==> src/rtl/gamepad_pkg.sv <==
// Shared constants and types for the gamepad Pmod receive path.
// Frame layout: FRAME_BITS bits, NUM_PADS words of PAD_BITS each, first pad
// shifted in lands in the upper word. An all-ones pad word means "no
// controller present".
package gamepad_pkg;

    localparam int FRAME_BITS = 24;
    localparam int PAD_BITS   = 12;
    localparam int NUM_PADS   = 2;

    typedef logic [PAD_BITS-1:0] pad_word_t;

    localparam pad_word_t PAD_EMPTY = 12'hFFF;

    // Register value reported when no frame (or no recent frame) is available.
    localparam logic [FRAME_BITS-1:0] FRAME_EMPTY = {NUM_PADS{PAD_EMPTY}};

endpackage

==> src/rtl/pmod_sync_edge.sv <==
// Brings one asynchronous Pmod pin into the clk domain.
// Ports:
//   clk   - system clock
//   rst   - asynchronous active-high reset
//   pin   - raw asynchronous pin
//   level - synchronized pin level
//   rise  - one-cycle registered pulse after a rising edge of the pin
module pmod_sync_edge (
    input  logic clk,
    input  logic rst,
    input  logic pin,
    output logic level,
    output logic rise
);

    logic meta;
    logic sync;
    logic hist;

    // rise is registered so downstream logic sees a clean flop output; this
    // is the extra stage that places a latch update three edges after capture.
    always_ff @(posedge clk or posedge rst) begin
        if (rst) begin
            meta <= 1'b0;
            sync <= 1'b0;
            hist <= 1'b0;
            rise <= 1'b0;
        end else begin
            meta <= pin;
            sync <= meta;
            hist <= sync;
            rise <= sync & ~hist;
        end
    end

    assign level = sync;

endmodule

==> src/rtl/gamepad_pmod_driver.sv <==
// Receives the gamepad Pmod serial stream and publishes the last good frame.
// Ports:
//   clk, rst            - system clock, asynchronous active-high reset
//   pmod_data           - serial data pin (level used, MSB first)
//   pmod_clk            - bit clock pin, data taken on its rising edge
//   pmod_latch          - frame-end strobe pin (rising edge ends a frame)
//   data_reg[23:0]      - last valid frame, [23:12] pad 1, [11:0] pad 0
//   data_valid          - one-cycle pulse when data_reg loads a good frame
//   frame_error         - one-cycle pulse when a frame had != 24 bits
// Configuration macro: GAMEPAD_TIMEOUT_EN enables a watchdog that forces
// data_reg to all-ones after TIMEOUT_CYCLES clocks without a valid frame.
module gamepad_pmod_driver
    import gamepad_pkg::*;
#(
    parameter int TIMEOUT_CYCLES = 1_048_576
) (
    input  logic                  clk,
    input  logic                  rst,
    input  logic                  pmod_data,
    input  logic                  pmod_clk,
    input  logic                  pmod_latch,
    output logic [FRAME_BITS-1:0] data_reg,
    output logic                  data_valid,
    output logic                  frame_error
);

    localparam logic [4:0] CNT_FULL = 5'(FRAME_BITS);
    localparam logic [4:0] CNT_MAX  = 5'd31;

    logic data_lvl;
    logic data_rise_unused;
    logic clk_lvl_unused;
    logic clk_rise;
    logic latch_lvl_unused;
    logic latch_rise;

    logic [FRAME_BITS-1:0] shift_reg;
    logic [4:0]            bit_cnt;
    logic                  good_latch;

    pmod_sync_edge u_sync_data (
        .clk   (clk),
        .rst   (rst),
        .pin   (pmod_data),
        .level (data_lvl),
        .rise  (data_rise_unused)
    );

    pmod_sync_edge u_sync_clk (
        .clk   (clk),
        .rst   (rst),
        .pin   (pmod_clk),
        .level (clk_lvl_unused),
        .rise  (clk_rise)
    );

    pmod_sync_edge u_sync_latch (
        .clk   (clk),
        .rst   (rst),
        .pin   (pmod_latch),
        .level (latch_lvl_unused),
        .rise  (latch_rise)
    );

    assign good_latch = latch_rise && (bit_cnt == CNT_FULL);

    // A latch and a bit clock in the same cycle: the latch judges the old
    // frame, and the bit becomes the first bit of the next frame.
    always_ff @(posedge clk or posedge rst) begin
        if (rst) begin
            shift_reg   <= '0;
            bit_cnt     <= '0;
            data_valid  <= 1'b0;
            frame_error <= 1'b0;
        end else begin
            data_valid  <= good_latch;
            frame_error <= latch_rise && !good_latch;
            if (clk_rise) begin
                shift_reg <= {shift_reg[FRAME_BITS-2:0], data_lvl};
                if (latch_rise)
                    bit_cnt <= 5'd1;
                else if (bit_cnt != CNT_MAX)
                    bit_cnt <= bit_cnt + 5'd1;
            end else if (latch_rise) begin
                bit_cnt <= '0;
            end
        end
    end

`ifdef GAMEPAD_TIMEOUT_EN
    localparam int WD_W = $clog2(TIMEOUT_CYCLES + 1);
    localparam logic [WD_W-1:0] WD_TC = WD_W'(TIMEOUT_CYCLES);

    logic [WD_W-1:0] wd_cnt;
    logic            wd_hit;

    assign wd_hit = (wd_cnt == WD_TC);

    // Sticks at terminal count until the next good frame restarts it.
    always_ff @(posedge clk or posedge rst) begin
        if (rst)
            wd_cnt <= '0;
        else if (data_valid)
            wd_cnt <= '0;
        else if (!wd_hit)
            wd_cnt <= wd_cnt + WD_W'(1);
    end

    always_ff @(posedge clk or posedge rst) begin
        if (rst)
            data_reg <= FRAME_EMPTY;
        else if (good_latch)
            data_reg <= shift_reg;
        else if (wd_hit)
            data_reg <= FRAME_EMPTY;
    end
`else
    logic unused_timeout_cfg;
    assign unused_timeout_cfg = (TIMEOUT_CYCLES != 0);

    always_ff @(posedge clk or posedge rst) begin
        if (rst)
            data_reg <= FRAME_EMPTY;
        else if (good_latch)
            data_reg <= shift_reg;
    end
`endif

endmodule

==> config.mk <==
export PLATFORM = sky130hd
export DESIGN_NAME = gamepad_pmod_driver
export DESIGN_NICKNAME = d
export VERILOG_FILES = /design/src/rtl/gamepad_pkg.sv /design/src/rtl/pmod_sync_edge.sv /design/src/rtl/gamepad_pmod_driver.sv
export SDC_FILE = /design/constraint.sdc
export NUM_CORES = 1
export LEC_CHECK = 0
export BUFFER_PORTS_ARGS = -buffer_cell sky130_fd_sc_hd__buf_2
export CAP_MARGIN = 30
export CORE_UTILIZATION = 56
export CTS_CLUSTER_SIZE = 10
export DETAILED_ROUTE_END_ITERATION = 12
export GPL_TIMING_DRIVEN = 0
export PLACE_DENSITY = 0.77
export REMOVE_ABC_BUFFERS = 1
export SKIP_LAST_GASP = 1
export SYNTH_ARGS = -nofsm -noshare
export SYNTH_HDL_FRONTEND = slang
export SYNTH_SLANG_ARGS = --single-unit
==> constraint.sdc <==
create_clock -name clk -period 2.5 [get_ports clk]
set_clock_uncertainty 0.15 [all_clocks]
set_input_delay 0.25 -clock clk [delete_from_list [all_inputs] [get_ports clk]]
set_output_delay 0.25 -clock clk [all_outputs]
set_load 0.005 [all_outputs]
==> Word level (Yosys, flattened, before mapping) <==
Index checks and enable logic that the tools add are counted.
{ "word_totals": {"regBits": 65, "latch_bits": 0, "ramBits": 0, "romBits": 0, "input_bits": 5, "out_inout_bits": 26, "elab_cells": 32, "mem_count": 0} }
{ "classes": {"addsub": 1, "n_mul": 0, "div_mod_pow": 0, "magnitude_cmp": 0, "eq_ne": 2, "shifts": 0, "n_mux": 4, "bitwise": 4, "n_reduce_logical": 6} }
{ "ops": {"columns": ["cell", "n"], "rows": [
  ["5-bit two-way mux", 4],
  ["5-bit by 1-bit adder with 5-bit output, second input constant", 1],
  ["5-bit equality test, second input constant", 1],
  ["5-bit inequality test, second input constant", 1],
  ["2-bit nonzero test", 2],
  ["1-bit bitwise AND", 2],
  ["1-bit logical AND", 2],
  ["1-bit NOT", 2],
  ["2-bit AND reduction", 1],
  ["1-bit logical NOT", 1]
]} }

==> Depth between registers and ports, before layout <==
{ "depth": {"word_depth": 4, "mapped_depth": 6, "mapped_depth_nobuf": 6} }

==> Hierarchy <==
Synthesis repeated with hierarchy kept, for this count alone.
{ "unflattened": {"hier_cells": 155, "hier_area_um2": 2602.5} }
{ "modules_own_cells": {"columns": ["mod", "instances", "cells_each", "area_each_um2", "seq_area_each_um2"], "rows": [
  ["gamepad_pmod_driver", 1, 137, 2249.7, 1406.3],
  ["pmod_sync_edge", 3, 6, 117.6, 100.1]
]} }

==> Least setup slack after synthesis <==
Ideal clock, no wire load.
{ "synth_path": {"kind": "reg2reg", "start": "register bit_cnt[0]", "end": "register bit_cnt[3]", "setup_time_ps": 77, "arrival_time_ps": 1623, "required_ps": 2273, "slack_ps": 649, "stages_incl_launch_ff": 7, "n_path_buf": 0, "period_less_slack_ps": 1851, "path_cell_list": "dfrtp_1 ha_1 and3_1 ha_1 nand2b_1 or3_1 a21oi_1"} }
{ "synth_via": {"elab_chain_cells": 4, "elab_cells_between_ends": 7, "classes_between": "1 x add/sub; 1 x eq/ne; 3 x mux; 2 x reduce/logical"} }
{ "synth_lines": {"columns": ["item", "line", "text"], "rows": [
  ["start, declared", "gamepad_pmod_driver.sv:38", "logic [4:0] bit_cnt;"],
  ["start signal, assigned", "gamepad_pmod_driver.sv:83", "bit_cnt <= bit_cnt + 5'd1;"],
  ["5-bit by 1-bit adder with 5-bit output", "gamepad_pmod_driver.sv:83", null],
  ["5-bit two-way mux", "gamepad_pmod_driver.sv:82", "else if (bit_cnt != CNT_MAX)"],
  ["5-bit two-way mux", "gamepad_pmod_driver.sv:80", "if (latch_rise)"],
  ["5-bit two-way mux", "gamepad_pmod_driver.sv:78", "if (clk_rise) begin"]
]} }
Several ways; a longest one is shown, not always the timed one. The select of a mux whose other input is x is not followed.
A chain may end at the register's enable or synchronous reset.

==> Worst setup path in the final report <==
Ends and elaborated chain as after synthesis.

==> reports/metrics.cfg <==
[power_and_ir_drop]
powerDensity_nw_per_um2=798
p_leak_nw=1.52
ir_worst_vdd_mv=0.441

[yosys]
synth_area_per_cell_um2=16.9
synth-seq-area-share_pct=65.9
synth_edf_count=0
yosysTopAreaCell=dfrtp_1
ys_ff_latch=65
netlist_top_cells_area=dfrtp_1 (41%), dfstp_2 (25%), mux2_2 (13%)
ys_warn_count=0
synth-main-ff-cell=dfrtp_1
syn_inst=149
synth_area_um2=2510
synthTopCellsByCount=dfrtp_1 (41), mux2_2 (29), dfstp_2 (24), mux2_4 (19), inv_1 (5)
yosysMostFrequentCell=dfrtp_1
async_reset_ff_share_pct=100
synth_cell_types=23
synth_top_area_share_pct=40.8

[sta]
worst_slew_pin_slew_ns=0.480
drv_slew=0
period_minus_slack_ns=2.07
relSlewSlack_pct=68.0
rsz0062_at_grt=false
fin_setup_tns_ns=0
fmax_ghz=0.483
final-hold-violation-count=0
whs_ns=0.199
post-route-period-util_pct=82.9
finalSetupViolCount=0
fin_ws_ns=0.428

[critical_path]
path_buf_inv=0
worstSetupStartpointType=flop
max_stage_delay_ns=0.43
crit_fanout=5
path_cells=ha_1 -> and3_1 -> ha_1 -> nand2b_1 -> or3_1 -> a21oi_1
worst-setup-path-type=flop to flop
crit_family=simple AND/OR/NAND/NOR gates
cp.required_ns=2.62
crit_slowest_cell=dfrtp_1
arrival_ns=2.19
crit_top_cell=ha_1
cp-end-kind=flop

[clock_tree]
post_cts_buffers=0
cts_made_buffers=9
clk_pin_slew_worst_paths_ns=0.07
h-tree-depth=3
cts_max_path_buffers=2
numClockSinks=65
clock_latency_ns=0.34
cts_tree=yes
cts.root.buffer_cell=clkbuf_8

[placed_design]
preCtsSetupSlack_ns=0.436
dp_cells=225
gp_congestion=0.681
port_buffers=30
dpl.hpwl_um=2490

[final_layout]
final_nets=198
area_growth_pct=18.1
drive_above_1_share_pct=62.1
instances_no_fill=245
antenna_cells=0
fin_util_pct=71.6

[floorplan]
rows=23
dieArea_um2=4760
num_io_pins=31
start_util_pct=60.6
fp.dieH_um=69.0
core_area_um2=4140
die_w_um=69.0

[job]
max_cap_violations=0

[status]
outcome=complete, no violations

[hold_path]
hold_class=flop to flop

[global_routing]
grt_overflow=0
first_global_vias=1326
grt_usage_pct=20.2
grt_start_max_net_pins=48
antenna_found_initial=0
grt_pass1_wl_um=6490

[routing]
via_per_inst=5.31
wirelength_um=4010
drtAntennaViolNets=0
route.vias.total=1302
drcViolationCount=0
wl_per_cell_um=16.3
drtPass1Iterations=4
drt-initial-drc-count=62

-- final timing paths --
path                                 start          endpoint  slack, ns  cells past startpoint
max reg2reg                     bit_cnt[0]        bit_cnt[3]       0.43                      6
max                             bit_cnt[0]        bit_cnt[3]       0.43                      6
min reg2reg                u_sync_clk.meta  u_sync_clk.level       0.20                      0
min                        u_sync_clk.meta  u_sync_clk.level       0.20                      0
max in group asynchronous              rst      data_reg[22]       1.27                      4
min in group asynchronous              rst     shift_reg[16]       0.29                      3
-- power by group --
group | internal [W] | leakage [nW] | total (W) | switching [W]
sequential | 0.00118 | 0.772 | 0.00128 | 0.0000983
combinational | 0.000119 | 0.645 | 0.000189 | 0.0000697
clock | 0.000513 | 0.103 | 0.000898 | 0.000386
total | 0.00181 | 1.52 | 0.00237 | 0.000554
-- per-stage QoR --
stage / area, µm² / total power (W)
5_1_grt: 2970 / 0.00246
6_report: 2970 / 0.00237
3_5_place_dp: 2730 / 0.00148
2_1_floorplan: 2470 / 0.00141
4_1_cts: 2970 / 0.00239
3_3_place_gp: 2680 / 0.00145
-- cell usage in the layout, fill, tap and decap left out, drive strengths merged --
| master | synthesis | final |
|---|---|---|
| mux2 | 48 | 48 |
| dfrtp | 41 | 41 |
| buf | 6 | 32 |
| dfstp | 24 | 24 |
| clkbuf | 0 | 13 |
| inv | 5 | 5 |
| o21ai | 4 | 4 |
| nor2 | 4 | 4 |
| dlygate4sd3 | 0 | 4 |
| ha | 3 | 3 |
| mux2i | 2 | 2 |
| nor2b | 2 | 2 |
| clkinv | 0 | 2 |
| and4b | 1 | 1 |
| nand2 | 1 | 1 |
| nand2b | 1 | 1 |
| nand3b | 1 | 1 |
| xor2 | 1 | 1 |
| nand3 | 1 | 1 |
| or3 | 1 | 1 |
| a21oi | 1 | 1 |
| and2b | 1 | 1 |
| and3 | 1 | 1 |
| bufinv | 0 | 1 |
-- cells by family (layout without fill, tap and decap cells) --
kind of cell / after synthesis / after routing / synth area share [%]
adder cells (fa/ha/maj): 3 / 3 / 1.49
AO/OA/AOI/OAI: 5 / 5 / 0.996
flip-flops: 65 / 65 / 65.9
multiplexers: 50 / 50 / 25.1
XOR/XNOR: 1 / 1 / 0.349
AND/OR/NAND/NOR: 14 / 14 / 3.54
buffers and inverters: 11 / 57 / 2.54
-- repair_timing --
| item | 4_1_cts | 5_1_grt |
|---|---|---|
| hold endpoints to repair | 13 | 0 |
| gates resized for setup | 0 | 0 |
| endpoints found under the setup margin | 0 | 0 |
| hold buffers | 4 | 0 |
-- area by class of cell --
cell class	instances	area (µm²)
Clock buffer	13	159
Clock inverter	3	40.0
Fill cell	273	1180
Inverter	5	18.8
Multi-Input combinational cell	73	792
Sequential cell	65	1660
Tap cell	50	62.6
Timing Repair Buffer	36	238
-- per-layer routing --
| layer | wire [µm] | track usage [%] | vias up |
|---|---|---|---|
| met5 | 0 | 0 | - |
| met4 | 80 | 12.2 | 0 |
| met3 | 168 | 7.24 | 8 |
| met2 | 1900 | 30.2 | 38 |
| met1 | 1860 | 25.0 | 663 |
| li1 | - | - | 593 |
Note: power is estimated with default switching activity, not from simulation.
